**config.mk**
```make
export PLATFORM = sky130hd
export DESIGN_NAME = fetch_pc_gen
export DESIGN_NICKNAME = d
export VERILOG_FILES = /design/src/rtl/fetch_pkg.sv /design/src/rtl/fetch_buf.sv /design/src/rtl/fetch_pc_gen.sv
export SDC_FILE = /design/constraint.sdc
export NUM_CORES = 1
export LEC_CHECK = 0
export CAP_MARGIN = 10
export CORE_ASPECT_RATIO = 0.5
export CORE_MARGIN = 4
export CORE_UTILIZATION = 45
export CTS_CLUSTER_DIAMETER = 200
export CTS_CLUSTER_SIZE = 24
export DETAILED_ROUTE_END_ITERATION = 7
export DONT_BUFFER_PORTS = 1
export PLACE_DENSITY = 0.56
export SLEW_MARGIN = 15
export SYNTH_ARGS = -nofsm -noshare
export SYNTH_HDL_FRONTEND = slang
export SYNTH_HIERARCHICAL = 1
export SYNTH_SLANG_ARGS = --single-unit
```
**constraint.sdc**
```tcl
create_clock -name clk -period 5.9 [get_ports clk]
set_input_delay 0.885 -clock clk [delete_from_list [all_inputs] [get_ports clk]]
set_output_delay 0.885 -clock clk [all_outputs]
set_load 0.01 [all_outputs]
```
**src/rtl/fetch_pkg.sv**
```systemverilog
// fetch_pkg: shared constants and the buffered fetch entry type
package fetch_pkg;
  localparam logic [31:0] RESET_PC_DEFAULT = 32'h0000_0000;
  localparam logic [31:0] INSN_NOP = 32'h0000_0013;
  typedef struct packed {
    logic [31:0] inst;
    logic [31:0] pc;
  } fetch_entry_t;
endpackage

```
**src/rtl/fetch_buf.sv**
```systemverilog
// fetch_buf: DEPTH-entry FIFO of fetched {inst, pc} pairs with flush
module fetch_buf
  import fetch_pkg::*;
#(
  parameter int DEPTH = 2
) (
  input  logic                       clk,
  input  logic                       rst,
  input  logic                       push,
  input  fetch_entry_t               push_data,
  input  logic                       pop,
  input  logic                       flush,
  output logic [$clog2(DEPTH+1)-1:0] count,
  output fetch_entry_t               head
);
  localparam int AW = $clog2(DEPTH);
  localparam int CW = $clog2(DEPTH+1);
  fetch_entry_t mem [DEPTH];
  logic [AW-1:0] rd_q, wr_q;
  logic do_pop;
  function automatic logic [AW-1:0] inc(input logic [AW-1:0] p);
    return p == AW'(DEPTH-1) ? '0 : p + AW'(1);
  endfunction
  assign do_pop = pop && count != '0;
  assign head = mem[rd_q];
  always_ff @(posedge clk) begin
    if (rst || flush) begin
      rd_q  <= '0;
      wr_q  <= '0;
      count <= '0;
    end else begin
      if (push) wr_q <= inc(wr_q);
      if (do_pop) rd_q <= inc(rd_q);
      count <= count + CW'(push) - CW'(do_pop);
    end
  end
  always_ff @(posedge clk) begin
    if (rst) mem <= '{default: '0};
    else if (push && !flush) mem[wr_q] <= push_data;
  end
  // a push into a full buffer is only legal when the head leaves in the same cycle
  assert property (@(posedge clk) disable iff (rst)
    !(push && !flush && !do_pop && count == CW'(DEPTH)));
endmodule

```
**src/rtl/fetch_pc_gen.sv**
```systemverilog
// fetch_pc_gen: owns the PC, issues imem reads, tracks the in-flight word and feeds decode
module fetch_pc_gen
  import fetch_pkg::*;
#(
  parameter logic [31:0] RESET_PC = RESET_PC_DEFAULT,
  parameter int          DEPTH    = 2
) (
  input  logic        clk,
  input  logic        rst,
  output logic [31:0] o_imem_addr,
  input  logic [31:0] i_imem_data,
  input  logic        i_redirect_valid,
  input  logic [31:0] i_redirect_pc,
  output logic        o_inst_valid,
  output logic [31:0] o_inst,
  output logic [31:0] o_inst_pc,
  input  logic        i_inst_ready,
  output logic        o_fetch_misalign,
  output logic [31:0] o_misalign_pc
);
  localparam int CW = $clog2(DEPTH+1);
  logic [31:0] pc_q, inflight_pc_q;
  logic inflight_q, pop, push, issue, misalign;
  logic [CW-1:0] count;
  logic [CW:0] occ;
  fetch_entry_t head, ret;
  assign pop = o_inst_valid && i_inst_ready;
  assign push = inflight_q && !i_redirect_valid;
  // slots already promised: buffered entries plus the word still in the memory pipe
  assign occ = {1'b0, count} + (CW+1)'(inflight_q) - (CW+1)'(pop);
  assign issue = !i_redirect_valid && occ < (CW+1)'(DEPTH);
  assign misalign = i_redirect_valid && i_redirect_pc[1:0] != 2'b00;
  assign o_imem_addr = {pc_q[31:2], 2'b00};
  assign o_inst_valid = count != '0;
  assign o_inst = head.inst;
  assign o_inst_pc = head.pc;
  assign ret = '{inst: i_imem_data, pc: inflight_pc_q};
  always_ff @(posedge clk) begin
    if (rst) begin
      pc_q             <= RESET_PC;
      inflight_q       <= 1'b0;
      inflight_pc_q    <= '0;
      o_fetch_misalign <= 1'b0;
      o_misalign_pc    <= '0;
    end else begin
      inflight_q       <= issue;
      o_fetch_misalign <= misalign;
      if (misalign) o_misalign_pc <= i_redirect_pc;
      if (i_redirect_valid) pc_q <= {i_redirect_pc[31:2], 2'b00};
      else if (issue) begin
        pc_q          <= pc_q + 32'd4;
        inflight_pc_q <= o_imem_addr;
      end
    end
  end
  fetch_buf #(.DEPTH(DEPTH)) u_buf (
    .clk       (clk),
    .rst       (rst),
    .push      (push),
    .push_data (ret),
    .pop       (pop),
    .flush     (i_redirect_valid),
    .count     (count),
    .head      (head)
  );
endmodule

```
Word-level counts from Yosys, hierarchy flattened
Index checks and enable logic that the tools add are counted.

Flip-flop bits (word level): 228. Bits of input ports: 68. Logic and storage cells: 51.

Add/sub/neg operators: 7. $lt $le $gt $ge: 4. Muxes and demuxes: 10. Bitwise logic cells: 3. Reductions and logical operators: 14.

Operators with widths (number): $mux 64 (4); $bwmux 128 (1); $demux 64 s1 (1); $mux 32 (2); $add 32x3->32 const B (1); $logic_and 1x1->1 (7); $reduce_bool 2->1 (3); $ge 2x2->1 const B (2); $not 1->2 (2); $add 2x1->3 (1); $lt 3x2->1 const B (1); $sub 3x1->3 (1); $add 1x1->1 const B (2); $add 2x1->2 (1); $lt 2x1->1 const B (1); $mux 1 (2); $reduce_and 2->1 (1); $reduce_or 2->1 (1); $sub 2x1->2 (1); $logic_not 1->1 (1); $logic_or 1x1->1 (1); $not 1->1 (1).

Longest topological paths before layout
Gate-level depths: netlist of the first run.

Depth after elaboration: 7. Gate-level depth with buffers: 11.

Cells and area by module
Netlist of the first run, hierarchy kept.

By module, submodules not included: fetch_buf (times used 1, cells an instance 577, area an instance 6252.2 µm²); fetch_pc_gen (times used 1, cells an instance 491, area an instance 3956.3 µm²).

Worst setup path after synthesis of the first run
No wires, ideal clock.

Path kind: in2reg. From: input i_inst_ready. To: register pc_q[31]. Arrival: 3.055 ns. Data required time: 5.814 ns. Setup slack: 2.759 ns. Cell stages on the path: 10. Cell sequence: and2_1 > ha_1 > nand2b_1 > fa_1 > buf_2 > nand4_1 > nor3_1 > and4b_1 > xnor2_1 > a211oi_1.

Cells in the longest elaborated chain, start to end: 5.

RTL lines: from (decl) (RTL line fetch_pc_gen.sv:17) `input logic i_inst_ready,`; $logic_and 1x1->1 (RTL line fetch_pc_gen.sv:27) `assign pop = o_inst_valid && i_inst_ready;`; $sub 3x1->3 (RTL line fetch_pc_gen.sv:30) `assign occ = {1'b0, count} + (CW+1)'(inflight_q) - (CW+1)'(pop);`; $lt 3x2->1 (RTL line fetch_pc_gen.sv:31) `assign issue = !i_redirect_valid && occ < (CW+1)'(DEPTH);`; $logic_and 1x1->1 (RTL line fetch_pc_gen.sv:31); $reduce_bool 2->1 (no line); to (signal assigned) (RTL line fetch_pc_gen.sv:49) `if (i_redirect_valid) pc_q <= {i_redirect_pc[31:2], 2'b00};`; to (signal assigned) (RTL line fetch_pc_gen.sv:51) `pc_q <= pc_q + 32'd4;`; to (decl) (RTL line fetch_pc_gen.sv:22) `logic [31:0] pc_q, inflight_pc_q;`.

Every way passes these cells. A chain may end at the register's enable or synchronous reset.

Worst setup path after layout of the first run
From: register u_buf.count[1]. To: register pc_q[31].

Cells in the longest elaborated chain, start to end: 6.

RTL lines: from (decl) (RTL line fetch_buf.sv:13) `output logic [$clog2(DEPTH+1)-1:0] count,`; from (signal assigned) (RTL line fetch_buf.sv:34) `count <= count + CW'(push) - CW'(do_pop);`; $reduce_bool 2->1 (RTL line fetch_pc_gen.sv:34) `assign o_inst_valid = count != '0;`; net o_inst_valid (RTL line fetch_pc_gen.sv:14) `output logic o_inst_valid,`; $logic_and 1x1->1 (RTL line fetch_pc_gen.sv:27); net pop (RTL line fetch_pc_gen.sv:23) `logic inflight_q, pop, push, issue, misalign;`; $sub 3x1->3 (RTL line fetch_pc_gen.sv:30); $lt 3x2->1 (RTL line fetch_pc_gen.sv:31); $logic_and 1x1->1 (RTL line fetch_pc_gen.sv:31); $reduce_bool 2->1 (no line).

The timed path passes the listed nets, and every way through them passes these cells.

==> run summary, run 1 <==
Crit path arrival time -> 4010 ps
worst rel slew slack -> 0.251
post-route insts no fill -> 1316
type of origin of the critical path -> flop
Gate Count Post-Synth -> 1068
Leakage -> 4.04 nW
vias per cell -> 5.26
grt ovf -> 0
io pins -> 198
setup violators final -> 0
vias in the first global route -> 7040
Final period util -> 0.609
Synth Area per Inst -> 9.56 sq um
CP Capture Type -> flop
Critical Path Source -> u_buf/count[1]
clk_lat worst skew -> 490 ps
ys async rst share -> 0
first-pass GRT wire length -> 39.4 mm
Final Max Tran Viols -> 0
worst-margin pin slew -> 1120 ps
final instance area -> 10600 sq um
total die area -> 25300 sq um
EDFF count, synth -> 0
top cells by area, synth -> dfxtp_1 (44%), mux2i_1 (13%), nand2b_1 (12%)
CTS Root Cell -> clkbuf_16
worst reg2reg path depth -> 10
Post-CTS Hold Fix Bufs -> 0
final wirelength -> 24.4 mm
count of cell types in the netlist -> 48
Clock Path Buffers -> 3
die width -> 221 microns
GP Congestion -> 0.798
RSZ-0062 raised after global routing -> false
fraction of layout cells with a size suffix above 1 -> 0.100
CP Max Fanout -> 8
Worst VDD drop -> 0.178 mV
CTS sink cnt -> 226
Total Routing Usage GR -> 0.188
wire per inst -> 18.6 microns
worst reg2reg path endpoint -> pc_q[31]
top cell type's share of synthesized area -> 0.443
largest net degree at the start of global routing -> 293
number of remaining DRC errors -> 0
Setup WS pre-CTS -> 2200 ps
initial DRC count -> 466
Filler cells -> 2103
Post-DRT Antenna Nets -> 0
overall die height -> 115 microns
Post-Syn Area -> 10200 sq um
Max-Cap Viols -> 0
CTS tree -> built
status -> finished, final reports clean
cell taking the most area after synthesis -> dfxtp_1
min Tclk post-route -> 3600 ps
Final TNS setup -> 0 ps
final net count -> 1089
Antenna Cells -> 0
starting density of the core -> 0.465
Worst Slack Setup Final -> 2300 ps
placed inst area -> 10300 sq um
Detailed Place HPWL -> 16.2 mm
M3 GR Usage -> 0.0599
post-synthesis sequential area ratio -> 0.443
core area -> 22000 sq um
drt pass-1 iters -> 5
met1 usage -> 0.266
Min-Delay Path Class -> input port to flop
Synth-to-Final Area Change -> 4.08%
initial antenna violation count -> 0
CTS clk-pin slew, worst paths -> 100 ps
data required time of the critical path -> 6310 ps
GR Util met2 -> 0.291
reg2reg start -> u_buf/count[1]
post_cts resized -> 0
clk_skew -> 23.1 ps
row count -> 38
critical path class -> flop to flop
post-CTS setup buffers -> 0
busiest grt layer -> met2
top-count cell post-synth -> dfxtp_1
Synth Flop Type -> dfxtp_1
final hold slack -> 451 ps
reg-to-reg slack, setup -> 2300 ps
CTS Buf Count -> 13
P per Cell Area -> 254 nW/um^2
Max H-tree Level -> 1
FMAX -> 0.278 GHz
dpl cells -> 1301
IO buf count -> 0
Vias -> 6927
Hold Vio Cnt, Final -> 0
crit path capture -> pc_q[31]
synthesis-stage register bit count -> 226
most frequent cells after synthesis -> dfxtp_1 (226), nand2b_1 (194), nand2_1 (147)
synth warn -> 6
## layout by cell type (no fill, tap or decap), types with 3 or more instances in the layout
cell type  instances
dfxtp_1          225
nand2b_1         194
nand2_1          147
mux2i_1          128
a21oi_1           69
mux2_2            65
nor2_1            27
xnor2_1           21
a211oi_1          20
clkbuf_16         13
nand3_1           10
xor2_1             9
nand4_1            9
nor3_1             9
inv_1              7
nor4_1             5
buf_4              5
nor4b_2            4
ha_1               4
conb_1             4
and3_1             3
and2_1             3
and4_1             3
## routing by layer
layer	up-vias	wire length, microns	share of wire
met3	17	1690	0.069
met1	3280	12200	0.50
met5	-	0	0
met2	175	10400	0.42
li1	3455	-	-
met4	0	216	0.0088
## stage by stage
step / power (mW) / util
floorplan: 1.80 / -
global placement: 1.82 / 0.467
detailed placement: 1.82 / 0.468
CTS: 2.75 / 0.483
global route: 2.82 / 0.484
finish: 2.70 / 0.484
## registers in the layout (all words and copies together), names as in the netlist
| register | cells |
|---|---|
| pc_q | 30 |
| u_buf/count | 2 |
| o_misalign_pc | 32 |
| u_buf/mem | 128 |
| u_buf/rd_q | 1 |
| o_fetch_misalign | 1 |
| inflight_pc_q | 30 |
| u_buf/wr_q | 1 |
| inflight_q | 1 |
## final cells by class
| cell class | instances | area [sq um] | area share |
|---|---|---|---|
| well taps | 300 | 375 | 0.0353 |
| clock inverters | 2 | 25.0 | 0.00236 |
| inverters | 8 | 30.0 | 0.00283 |
| multi-input cells | 762 | 5310 | 0.499 |
| clock buffers | 13 | 325 | 0.0306 |
| flip-flops and latches | 226 | 4530 | 0.426 |
| repair buffers | 5 | 37.5 | 0.00353 |
## how the worst min path moves through the flow
| stage | start | endpoint | cells past startpoint |
|---|---|---|---|
| 5_1_grt | rst | o_misalign_pc[8] | 1 |
| 4_1_cts | rst | o_misalign_pc[16] | 1 |
| 2_1_floorplan | inflight_pc_q[10] | inflight_pc_q[10] | 2 |
| 3_3_place_gp | inflight_pc_q[20] | inflight_pc_q[20] | 2 |
| 3_5_place_dp | inflight_pc_q[16] | inflight_pc_q[16] | 2 |
| 6_report | rst | o_misalign_pc[16] | 1 |
## worst max-delay path, cell delays in order (launching register included)
cell	delay [ps]
dfxtp_1	400
or2_2	350
and2_1	190
ha_1	280
nand2b_1	150
fa_1	670
nand4_1	200
nor3_1	650
and4b_1	340
xnor2_1	70
a211oi_1	220
## logic make-up (layout without fill, tap and decap cells)
family,after synthesis,count (layout),share of synthesized area
and+or+nand+nor,431,431,0.228
DFF,226,226,0.443
muxes,193,193,0.197
AOI/OAI and AO/OA,97,97,0.0542
buffers and inverters,83,28,0.0407
xor gates and xnor gates,32,32,0.0295
adders and majority gates,5,5,0.00686
other,1,4,0.000367
## power by group
group          internal, mW  switching [mW]  leakage [nW]
Combinational        0.0725          0.0788          2.03
Sequential             1.57          0.0654          1.84
Clock                 0.409           0.509         0.172
Total                  2.05           0.653          4.04
No activity file was read; power rests on OpenSTA's default activity.
==> run 2: changes to the inputs <==
clock period = 3.36 ns   (was 5.9 ns; I/O delays follow)
==> run 2 against run 1 <==
Against the previous run:
- flip-flop and latch count unchanged
- die area unchanged
- register-to-register slack worse by 2000 ps
- critical endpoint unchanged
- combinational power up 79%
- cell count up 0.68%
- critical path type unchanged
==> run summary, run 2 (same netlist as run 1, synthesis figures left out) <==
status -> finished, final reports clean
CTS tree -> built
final net count -> 1098
final instance area -> 10700 sq um
first-pass GRT wire length -> 39.7 mm
placed inst area -> 10400 sq um
row count -> 38
Antenna Cells -> 0
Clock Path Buffers -> 3
sw power -> 1.15 mW
Sw Ratio -> 0.242
initial DRC count -> 458
reg2reg start -> u_buf/count[0]
critical path class -> flop to flop
CTS Buf Count -> 13
Final Total Pwr -> 4.75 mW
Largest Register -> u_buf/mem
setup violators final -> 0
Post-DRT Antenna Nets -> 0
Post-CTS Hold Fix Bufs -> 0
Flop pwr share -> 0.603
post-route insts no fill -> 1325
WP buf/inv -> 1
final hold slack -> 69.2 ps
CTS sink cnt -> 226
Synth-to-Final Area Change -> 4.94%
RSZ-0062 raised after global routing -> false
dpl cells -> 1310
crit-path cells -> or2_2, and2_1, ha_1, nand2b_1, fa_1, nand4_1, nor3_1, buf_4, and4b_1, xnor2_1, a211oi_1
P per Cell Area -> 444 nW/um^2
largest net degree at the start of global routing -> 293
vias in the first global route -> 6953
Max stage delay on crit path -> 650 ps
post_cts resized -> 0
Final period util -> 0.919
wire per inst -> 18.6 microns
worst-margin pin slew -> 1040 ps
CP Capture Type -> flop
Worst Slack Setup Final -> 271 ps
post-CTS setup buffers -> 0
Leakage -> 4.10 nW
cell-internal power -> 3.60 mW
Setup WS pre-CTS -> 215 ps
number of remaining DRC errors -> 0
Min-Delay Path Class -> input port to flop
GP Congestion -> 0.766
grt ovf -> 0
min Tclk post-route -> 3090 ps
reg-to-reg slack, setup -> 270 ps
Vias -> 6976
data required time of the critical path -> 3750 ps
starting density of the core -> 0.465
CTS Root Cell -> clkbuf_16
fin util -> 0.488
CP max-delay cell -> fa_1
vias per cell -> 5.26
die width -> 221 microns
fraction of layout cells with a size suffix above 1 -> 0.110
type of origin of the critical path -> flop
max reg flops -> 128
total die area -> 25300 sq um
commonest non-fill, non-tap cell in the layout -> dfxtp_1
Final Max Tran Viols -> 0
IO buf count -> 0
io pins -> 198
final wirelength -> 24.6 mm
Detailed Place HPWL -> 16.4 mm
overall die height -> 115 microns
Total Routing Usage GR -> 0.189
Max H-tree Level -> 1
clk_lat worst skew -> 490 ps
drt pass-1 iters -> 5
Critical Path Source -> u_buf/count[0]
initial antenna violation count -> 0
hold wc startpoint -> rst
worst rel slew slack -> 0.310
Worst VDD drop -> 0.313 mV
clk_skew -> 18.3 ps
biggest regs -> u_buf/mem x128, o_misalign_pc x32
Max-Cap Viols -> 0
Largest delay share family, worst path -> simple AND/OR/NAND/NOR gates
core area -> 22000 sq um
CTS clk-pin slew, worst paths -> 100 ps
CP Max Fanout -> 8
Gate power share -> 0.057
Crit path arrival time -> 3480 ps
Hold Vio Cnt, Final -> 0
Final TNS setup -> 0 ps
power share of the clock group -> 0.340
most frequent cells in the layout -> dfxtp_1 (225), nand2b_1 (194), nand2_1 (147)
FMAX -> 0.324 GHz
[run 2: cell types whose count changed in the layout (fill, tap and decap cells not counted)]
cell	previous run	this run
nor2_1	27	26
o21ai_4	1	0
o21ai_2	0	1
buf_4	5	12
nor3_1	9	8
nor3_2	0	1
buf_12	0	2
nor2_4	1	0
nor2_2	1	3
[run 2: power groups by stage]
| stage | logic [mW] | registers (mW) | clock network [mW] |
|---|---|---|---|
| 5_1_grt | 0.301 | 2.88 | 1.80 |
| 3_3_place_gp | 0.263 | 2.93 | 0 |
| 4_1_cts | 0.271 | 2.87 | 1.69 |
| 3_5_place_dp | 0.270 | 2.93 | 0 |
| 6_report | 0.270 | 2.87 | 1.62 |
| 2_1_floorplan | 0.271 | 2.89 | 0 |
[run 2: area by class of cell]
cell class / instances / area [sq um]
fillers: 2088 / 11300
multi-input cells: 762 / 5300
flip-flops and latches: 226 / 4530
well taps: 300 / 375
clock buffers: 13 / 325
repair buffers: 14 / 130
inverters: 8 / 30.0
clock inverters: 2 / 25.0
[run 2: worst paths after layout]
| kind | end | cells past startpoint |
|---|---|---|
| setup reg to reg | pc_q[31] | 11 |
| hold / removal | o_misalign_pc[21] | 1 |
| hold reg to reg | inflight_pc_q[20] | 2 |
| setup / recovery | pc_q[31] | 11 |
[run 2: layer usage]
layer	vias to the layer above	share of wire	global-route usage
met2	148	0.43	0.290
met1	3325	0.51	0.271
met4	0	0.011	0.0299
met5	-	0	0
met3	23	0.056	0.0535
li1	3480	-	-
